### config.mk
export PLATFORM = sky130hd
export DESIGN_NAME = demux8x8_stream
export DESIGN_NICKNAME = d
export VERILOG_FILES = /design/src/rtl/demux8x8_stream.sv
export SDC_FILE = /design/constraint.sdc
export NUM_CORES = 1
export LEC_CHECK = 0
export CAP_MARGIN = 20
export CORE_MARGIN = 2
export CORE_UTILIZATION = 43
export CTS_BUF_LIST = sky130_fd_sc_hd__clkbuf_8 sky130_fd_sc_hd__clkbuf_16
export DETAILED_ROUTE_END_ITERATION = 6
export PLACE_DENSITY = 0.75
export SKIP_CTS_REPAIR_TIMING = 1
export SLEW_MARGIN = 20
export SYNTH_ARGS = -nofsm -noshare
export SYNTH_HDL_FRONTEND = slang
export SYNTH_SLANG_ARGS = --single-unit
### constraint.sdc
create_clock -name CLK -period 1.79 [get_ports CLK]
set_input_delay 0.179 -clock CLK [delete_from_list [all_inputs] [get_ports CLK]]
set_output_delay 0.179 -clock CLK [all_outputs]
set_load 0.05 [all_outputs]
### src/rtl/demux8x8_stream.sv
// Stream demultiplexer: a 2-entry in-order FIFO of {data, sel} whose head word
// is presented to the one output channel named by its select.
module demux8x8_stream #(
  parameter int WIDTH    = 8,
  parameter int SEL_BITS = 3,
  localparam int N       = 2 ** SEL_BITS
) (
  input  logic                CLK,
  input  logic                ASYNCRESETN,
  input  logic [WIDTH-1:0]    I,
  input  logic [SEL_BITS-1:0] S,
  input  logic                I_valid,
  output logic                I_ready,
  output logic [WIDTH-1:0]    O,
  output logic [N-1:0]        O_valid,
  input  logic [N-1:0]        O_ready,
  output logic [15:0]         xfer_cnt
);

  typedef enum logic [1:0] {
    EMPTY = 2'd0,
    ONE   = 2'd1,
    TWO   = 2'd2
  } state_t;

  localparam logic [N-1:0] LSB_SET = {{(N-1){1'b0}}, 1'b1};

  state_t              state_q, state_d;
  logic [WIDTH-1:0]    head_data_q, head_data_d;
  logic [SEL_BITS-1:0] head_sel_q, head_sel_d;
  logic [WIDTH-1:0]    tail_data_q, tail_data_d;
  logic [SEL_BITS-1:0] tail_sel_q, tail_sel_d;
  logic [15:0]         cnt_q, cnt_d;
  // Keeps I_ready low during reset and until the first clock edge after release.
  logic                rdy_en_q, rdy_en_d;

  logic head_valid;
  logic push;
  logic pop;

  always_comb begin
    head_valid = (state_q != EMPTY);
    I_ready    = rdy_en_q && (state_q != TWO);
    O_valid    = head_valid ? (LSB_SET << head_sel_q) : '0;
    O          = head_valid ? head_data_q : '0;
    xfer_cnt   = cnt_q;
    push       = I_valid && I_ready;
    // Only the head channel's ready matters; other channels wait behind it.
    pop        = head_valid && O_ready[head_sel_q];
  end

  always_comb begin
    state_d     = state_q;
    head_data_d = head_data_q;
    head_sel_d  = head_sel_q;
    tail_data_d = tail_data_q;
    tail_sel_d  = tail_sel_q;
    cnt_d       = cnt_q;
    rdy_en_d    = 1'b1;

    if (pop) begin
      cnt_d = cnt_q + 16'd1;
    end

    case (state_q)
      EMPTY: begin
        if (push) begin
          head_data_d = I;
          head_sel_d  = S;
          state_d     = ONE;
        end
      end
      ONE: begin
        if (push && pop) begin
          head_data_d = I;
          head_sel_d  = S;
        end else if (push) begin
          tail_data_d = I;
          tail_sel_d  = S;
          state_d     = TWO;
        end else if (pop) begin
          state_d = EMPTY;
        end
      end
      TWO: begin
        if (pop) begin
          head_data_d = tail_data_q;
          head_sel_d  = tail_sel_q;
          state_d     = ONE;
        end
      end
      default: begin
        state_d = EMPTY;
      end
    endcase
  end

  always_ff @(posedge CLK or negedge ASYNCRESETN) begin
    if (!ASYNCRESETN) begin
      state_q     <= EMPTY;
      head_data_q <= '0;
      head_sel_q  <= '0;
      tail_data_q <= '0;
      tail_sel_q  <= '0;
      cnt_q       <= '0;
      rdy_en_q    <= 1'b0;
    end else begin
      state_q     <= state_d;
      head_data_q <= head_data_d;
      head_sel_q  <= head_sel_d;
      tail_data_q <= tail_data_d;
      tail_sel_q  <= tail_sel_d;
      cnt_q       <= cnt_d;
      rdy_en_q    <= rdy_en_d;
    end
  end

endmodule

==> results of run 1 <==
area by class of cell:
cell class / instances / area, µm²
multi-input combinational: 111 / 914.6
tap: 54 / 67.56
clock buffer: 6 / 82.58
fill: 392 / 1658
sequential: 41 / 1032
inverter: 34 / 127.6
timing repair buffer: 77 / 743.2
clock inverter: 1 / 3.754
layer usage:
layer / vias up / GRT usage, % / part of all wire [%]
met4: 0 / 5.556 / 1.4
met2: 33 / 29.09 / 51
met5: - / 0 / 0
met3: 5 / 4.420 / 4.1
met1: 784 / 21.94 / 44
li1: 799 / - / -
sequential cells by signal, summed over array words and instances, names as in the netlist:
signal,cells
head_sel_q,3
state_q,2
rdy_en_q,1
xfer_cnt,16
head_data_q,8
tail_data_q,8
tail_sel_q,3
kinds of logic after synthesis:
family / Yosys count / synth area share, %
compound gates: 19 / 9.460
xor+xnor: 15 / 6.450
fa+ha+maj: 1 / 0.6142
buf+inv: 41 / 8.538
flops: 41 / 50.37
mux: 17 / 9.214
other cells: 1 / 0.1841
simple gates: 58 / 15.17
metrics by stage:
step                      power, mW  instance area, µm²  std cells  utilization [%]
after floorplan               3.214                2059        193                -
after global placement        3.985                2744        310            59.27
after detailed placement      4.041                2744        310            59.27
after CTS                     4.651                2830        317            61.14
after global routing          5.119                2972        324            64.19
final                         4.839                2972        324            64.19
worst max-delay path, stage by stage (launching register included):
cell                        delay [ns]
sky130_fd_sc_hd__dfrtp_2          0.46
sky130_fd_sc_hd__mux2i_2          0.19
sky130_fd_sc_hd__o2bb2ai_4        0.16
sky130_fd_sc_hd__buf_12           0.14
sky130_fd_sc_hd__nor2_4           0.19
sky130_fd_sc_hd__a21oi_2          0.08
sky130_fd_sc_hd__buf_4            0.17
sky130_fd_sc_hd__a222oi_1         0.32
layout by cell type (no fill, tap or decap), types with 2 or more instances in the layout:
master / Yosys / layout
sky130_fd_sc_hd__xor2_1: 3 / 3
sky130_fd_sc_hd__nor4_2: 0 / 2
sky130_fd_sc_hd__dfrtp_2: 0 / 5
sky130_fd_sc_hd__nor2_1: 16 / 16
sky130_fd_sc_hd__mux2_4: 3 / 3
sky130_fd_sc_hd__a21oi_1: 3 / 2
sky130_fd_sc_hd__mux2i_1: 12 / 11
sky130_fd_sc_hd__dlymetal6s2s_1: 0 / 2
sky130_fd_sc_hd__buf_12: 0 / 5
sky130_fd_sc_hd__nand4_1: 5 / 5
sky130_fd_sc_hd__clkdlybuf4s50_1: 0 / 34
sky130_fd_sc_hd__mux2_2: 2 / 2
sky130_fd_sc_hd__and3_1: 2 / 2
sky130_fd_sc_hd__clkbuf_8: 0 / 6
sky130_fd_sc_hd__nor3_2: 0 / 6
sky130_fd_sc_hd__inv_1: 34 / 35
sky130_fd_sc_hd__buf_4: 1 / 32
sky130_fd_sc_hd__dfrtp_1: 41 / 36
sky130_fd_sc_hd__a222oi_1: 11 / 11
sky130_fd_sc_hd__xnor2_1: 12 / 11
sky130_fd_sc_hd__buf_6: 2 / 2
sky130_fd_sc_hd__nand3_1: 5 / 3
sky130_fd_sc_hd__nand2_1: 12 / 12
power groups by stage:
stage / combinational (mW) / sequential [mW] / clock (mW)
3_5_place_dp: 2.60 / 1.44 / 0
2_1_floorplan: 1.59 / 1.62 / 0
3_3_place_gp: 2.56 / 1.43 / 0
6_report: 2.80 / 1.44 / 0.602
5_1_grt: 2.98 / 1.48 / 0.664
4_1_cts: 2.60 / 1.43 / 0.622
worst paths after layout:
kind | start | end | slack [ns] | depth (start not counted)
max reg2reg | head_sel_q[1] | head_data_q[5] | -0.03 | 7
min | ASYNCRESETN | xfer_cnt[8] | 0.37 | 3
max in group asynchronous | ASYNCRESETN | head_sel_q[2] | 1.19 | 3
min in group CLK | I[4] | head_data_q[4] | 0.46 | 3
max | head_sel_q[1] | head_data_q[5] | -0.03 | 7
min reg2reg | xfer_cnt[15] | xfer_cnt[15] | 0.46 | 1
==> flow_results.org, run 1 <==
** Run status
- Run status :: complete, but fails checks
- The final reports fail on setup timing.

** Power and ir drop
- Switching power :: 2.172 mW
- Sequential group share of total power :: 29.7%
- Internal power comes to 2.667 mW.
- Max VDD drop :: 0.7786 mV
- Net switching is 44.89% of the power.
- In this run the static leakage power is 1.415 nW.
- Total power per unit cell area :: 1628 nW/µm²
- Portion of total power attributed to the clock network :: 12.4%
- Combinational share of power :: 57.9%

** Drt
- In the final routed layout, each cell accounts on average for 13.97 µm.
- The detailed router placed 1621 vias in this run.
- In the routed layout, each cell is associated on average with a via count of 5.003.
- Drt first pass iters :: 5
- Summed over all layers, the routed wires come to 4526 µm.
- After detailed routing, the number of remaining DRC violations is 0.
- DR iter-0 viols :: 93
- Post-route antenna net violation count :: 0

** Clock tree
- In this run, CTS created clock tree buffers numbering 5.
- Buffer cell driving the clock tree root :: sky130_fd_sc_hd__clkbuf_8
- After clock tree synthesis, the clock-pin slew on the worst setup and hold paths is 0.07 ns.
- CTS tree :: built
- The H-tree generated during clock tree synthesis spans 2 levels.
- Buffers from clock root to sink, at most :: 2
- Clock latency reported for the late side of the worst-skew pair :: 0.29 ns
- Clk sinks :: 41

** GRT
- The first global-routing pass estimated 7093 µm of wire.
- Sum of overflow across all layers after global routing :: 0
- Vias in the first global route :: 1555
- The initial antenna violation count was 0.
- Pin count of the biggest net entering global routing :: 42
- Global routing used 17.34% of the available tracks across all layers.

** Floorplan
- The die is 72.83 µm tall.
- IO Pins :: 55
- Total Die Area :: 5303 µm²
- Site row count :: 25
- Die Wd :: 72.83 µm
- Area inside the core boundary :: 4629 µm²
- For this configuration, the core starts out at a cell density of 44.00%.

** Timing
- Setup violations remaining at the end of the flow were counted as 13.
- Final period utilization :: 101.7%
- The smallest clock period supported by the final layout is computed as 1.821 ns.
- On the final layout, the worst clock skew is 0.003622 ns.
- Measured against its own limit, the worst slew margin works out to 65.10%.
- Max frequency :: 0.5491 GHz
- In the post-route analysis, the smallest setup slack over all paths is -0.03131 ns.
- Unrepaired setup endpoints after global routing :: yes
- The final max-slew violation count was 0.
- Setup total negative slack on the finished layout was measured at -0.1752 ns.
- For the pin with the worst max-slew slack, the measured transition is 0.5227 ns.
- Final hold analysis gives a worst-case slack of 0.3673 ns.
- Final-report hold violation count :: 0

** Final layout
- In the final design database the tool counted 293 nets.
- Ratio of cells with drive above 1 in the final layout :: 29.26%
- Diode insertion count for antenna repair :: 0
- Area overhead of the layout relative to synthesis :: 45.88%

** Run
- Max-cap violations in this run came to 0.

** Yosys
- After synthesis the netlist holds a flip-flop and latch count of 41.
- Number of cells produced by synthesis :: 193
- Share of synthesized flip-flops with an asynchronous set or reset :: 100.0%
- Of all cell types, the one taking the most synthesized area is sky130_fd_sc_hd__dfrtp_1.
- Synth Cell Area :: 2037 µm²
- Synthesized area divided by synthesized cell count :: 10.55 µm²
- Among all cell types in the netlist, the one instantiated most often is sky130_fd_sc_hd__dfrtp_1.
- During synthesis, Yosys emitted a total of 0 warnings.
- The most used flip-flop cell after synthesis is sky130_fd_sc_hd__dfrtp_1.
- In this run, synthesis inferred 0 flip-flops with an integrated enable.
- Most used standard cells in the synthesized netlist :: 41 x sky130_fd_sc_hd__dfrtp_1, 34 x sky130_fd_sc_hd__inv_1, 16 x sky130_fd_sc_hd__nor2_1
- Summing the sequential cell areas from Yosys gives 50.37% of the chip area.
- Count of unique library cells instantiated by Yosys :: 36
- Biggest area contributors in the synthesized netlist :: sky130_fd_sc_hd__dfrtp_1 50%, sky130_fd_sc_hd__inv_1 6.3%, sky130_fd_sc_hd__mux2i_1 5.9%, sky130_fd_sc_hd__a222oi_1 5.4%, sky130_fd_sc_hd__xnor2_1 5.2%
- Summed over its instances, the top area cell type makes up 50.37% of the synthesized netlist area.
- Net count after synthesis :: 216

** Placement
- Prior to clock tree synthesis, the placed netlist has a worst setup slack of -0.1292 ns.
- Port-buffer cells :: 54
- Routability congestion estimate :: 0.7311
- Dpl hpwl :: 3214 µm

** Worst setup path
- In this run the worst path has a maximum fanout of 7.
- Arrival time of data at the critical path endpoint :: 2.00 ns
- STA classifies the critical path endpoint as a register.
- The critical path is of the reg2reg type.
- The worst setup path is launched from a register.
- Worst Path Required :: 1.97 ns

** Hold path
- Min-Delay Path Class :: in2async
Power figures use the tool's default switching activity.
==> run 2, diff against run 1 <==
Clock period 1.79 ns to 1.55 ns, I/O delays scaled along.
==> run 2 against run 1 <==
Net effect: the run still ends with setup timing left; worst setup slack got worse by 0.38 ns; via count increased by 9.3%; flip-flop and latch count unchanged; utilization increased by 5.9 points; non-clock buffer count increased by 13; sequential power increased by 17%; wire length increased by 22%; largest power group unchanged.
==> flow_results.org, run 2 (same netlist as run 1, synthesis figures left out) <==
** Floorplan
- The floorplan step defined a die boundary enclosing 5303 µm².
- The floorplan step set the die height to 72.83 µm.
- Area inside the core boundary :: 4629 µm²
- Initial core utilization :: 44.00%
- IO Pins :: 55
- From left edge to right edge, the die measures 72.83 µm.
- The floorplan has 25 rows.

** Timing
- After layout, the worst setup slack is -0.4098 ns.
- Final-report hold violation count :: 0
- Max frequency :: 0.5103 GHz
- Setup TNS :: -9.768 ns
- Final period utilization :: 126.4%
- Setup clock skew after layout :: 0.005633 ns
- Fin crit period :: 1.960 ns
- Final number of max-transition violations :: 0
- Setup violations remaining at the end of the flow were counted as 44.
- Unrepaired setup endpoints after global routing :: yes

** Drt
- The detail route stage leaves a number of antenna-violating nets equal to 0.
- Total via count in the routed design :: 1771
- Dividing the detail-routed via count by the number of cells gives 5.240.
- Total length of routed wires :: 5544 µm
- DR iter-0 viols :: 157
- DR DRC count :: 0
- In the final routed layout, each cell accounts on average for 16.40 µm.
- Drt first pass iters :: 6

** Final layout
- Diode insertion count for antenna repair :: 0
- Ratio of cells with drive above 1 in the final layout :: 42.25%
- Most common cell after layout, fill and taps aside :: sky130_fd_sc_hd__buf_4
- In the layout the commonest cells are 37 x sky130_fd_sc_hd__buf_4, 34 x sky130_fd_sc_hd__inv_1, 34 x sky130_fd_sc_hd__dfrtp_1.
- Area overhead of the layout relative to synthesis :: 59.28%
- The register with the most flip-flops in the layout has 16 of them.
- The finished cells cover 3244 µm².
- Leaving out filler cells and counting taps, the final layout contains 338.
- Number of nets in the finished design :: 307

** Worst setup path
- Worst-path maximum fanout :: 11
- Cell Chain, Critical Path :: buf_4 -> mux2i_4 -> o2bb2ai_4 -> nor2_4 -> a21oi_2 -> buf_12 -> a222oi_1
- The worst setup path is launched from a register.
- On the worst path, the slowest cell contributes a delay of 0.45 ns.
- Worst setup path category :: reg2reg
- Destination of the worst register-to-register timing path :: head_data_q[1]
- Data on the critical path is required at its endpoint by 1.71 ns.
- Arrival time of data at the critical path endpoint :: 2.12 ns
- The worst register-to-register path has a depth of 7.
- Crit path from :: head_sel_q[1]
- The worst setup path is captured at a register.
- For flop-to-flop paths, the worst setup slack is -0.41 ns.
- Startpoint of the worst-slack reg-to-reg timing path :: head_sel_q[1]
- Critical-path cell with the highest stage delay :: sky130_fd_sc_hd__dfrtp_2

** Run status
- The run finished, with violations left.
- The checks that failed: setup timing.

** Placement
- Port-buffer cells :: 54
- Routability congestion estimate :: 0.7669
- In this run, placement finished with an instance count of 316.
- After detailed placement, the total cell area comes to 2774 µm².
- Dpl hpwl :: 3309 µm

** Clock tree
- The later pin in the worst-skew pair is clocked with a latency of 0.29 ns.
- TritonCTS built the clock tree.
- The cell sitting at the root of the clock tree is a sky130_fd_sc_hd__clkbuf_8.
- Buffers from clock root to sink, at most :: 2
- The H-tree was split into 2 levels.
- Counting the buffers created by CTS gives 5.
- Clock transition at the registers of the reported paths :: 0.08 ns
- Clk sinks :: 41

** GRT
- Global routing finished with a remaining overflow of 0.
- The number of global-route vias before repair is 1556.
- Entering global routing, the biggest net connects 22 pins.
- The initial antenna violation count came to 0.
- Total Routing Usage GR :: 17.72%
- First-pass GRT wire length :: 7176 µm

** Power and ir drop
- VDD sags by at most 0.9306 mV.
- Power spread over the standard cell area amounts to 1986 nW/µm².
- The analysis attributes to cell leakage a power of 1.543 nW.
- The design draws 6.443 mW.

** Hold path
- The path class of the tightest hold or removal check is in2async.

** Run
- Maxcap violations :: 0
==> run 2: changes by cell type in the layout (fill, tap and decap cells not counted), moves of 2 or more <==
| cell | previous run | this run |
|---|---|---|
| sky130_fd_sc_hd__clkdlybuf4s50_1 | 34 | 20 |
| sky130_fd_sc_hd__buf_8 | 0 | 2 |
| sky130_fd_sc_hd__buf_4 | 32 | 37 |
| sky130_fd_sc_hd__buf_6 | 2 | 24 |
| sky130_fd_sc_hd__nor4_2 | 2 | 0 |
| sky130_fd_sc_hd__nor2_1 | 16 | 11 |
| sky130_fd_sc_hd__dfrtp_1 | 36 | 34 |
| sky130_fd_sc_hd__nor2_2 | 1 | 3 |
| sky130_fd_sc_hd__dlymetal6s2s_1 | 2 | 0 |
| sky130_fd_sc_hd__nor3_2 | 6 | 0 |
| sky130_fd_sc_hd__nor2_4 | 1 | 4 |
| sky130_fd_sc_hd__dfrtp_2 | 5 | 7 |
| sky130_fd_sc_hd__nor3_4 | 0 | 6 |
| sky130_fd_sc_hd__nand2_1 | 12 | 9 |
==> run 2: metrics by stage <==
| step | hold slack, ns | utilization (%) | worst slack (ns) |
|---|---|---|---|
| floorplan | -0.1406 | - | -0.1900 |
| global placement | 0.1476 | 59.92 | -0.3202 |
| detailed placement | 0.1530 | 59.92 | -0.4101 |
| CTS | -0.1607 | 61.78 | -0.3770 |
| global route | 0.4118 | 70.08 | -0.4713 |
| finish | 0.3646 | 70.08 | -0.4098 |
==> run 2: worst max path at each step <==
stage | end | slack (ns) | cells past startpoint
2_1_floorplan | tail_data_q[0] | -0.19 | 7
3_3_place_gp | head_sel_q[2] | -0.32 | 7
3_5_place_dp | head_data_q[6] | -0.41 | 7
4_1_cts | head_data_q[6] | -0.38 | 6
5_1_grt | head_data_q[1] | -0.47 | 7
6_report | head_data_q[1] | -0.41 | 7
==> run 2: routing by layer <==
metal  vias to the layer above  wire [µm]  GRT usage, %
met1                       870       2279         23.93
li1                        838          -             -
met2                        54       2964         28.38
met4                         0         76         6.173
met3                         9        223         3.729
met5                         -          0             0
==> run 2: area by class of cell <==
| type | instances | area [µm²] |
|---|---|---|
| Fill cell | 326 | 1385 |
| Sequential cell | 41 | 1035 |
| Multi-Input combinational cell | 112 | 1030 |
| Timing Repair Buffer | 90 | 898.4 |
| Inverter | 34 | 127.6 |
| Clock buffer | 6 | 82.58 |
| Tap cell | 54 | 67.56 |
| Clock inverter | 1 | 3.754 |
==> run 2: where the power goes <==
group,internal [mW],switching [mW],total [mW]
Sequential,1.43,0.243,1.68
Combinational,1.74,2.34,4.08
Clock,0.346,0.340,0.687
==> run 2: worst max-delay path: cells and delay by family (launching register included) <==
kind / cells / cell delay, ns
buffers and inverters: 2 / 0.33
AOI/OAI and AO/OA: 3 / 0.66
and+or+nand+nor: 1 / 0.21
muxes: 1 / 0.18
DFF: 1 / 0.45
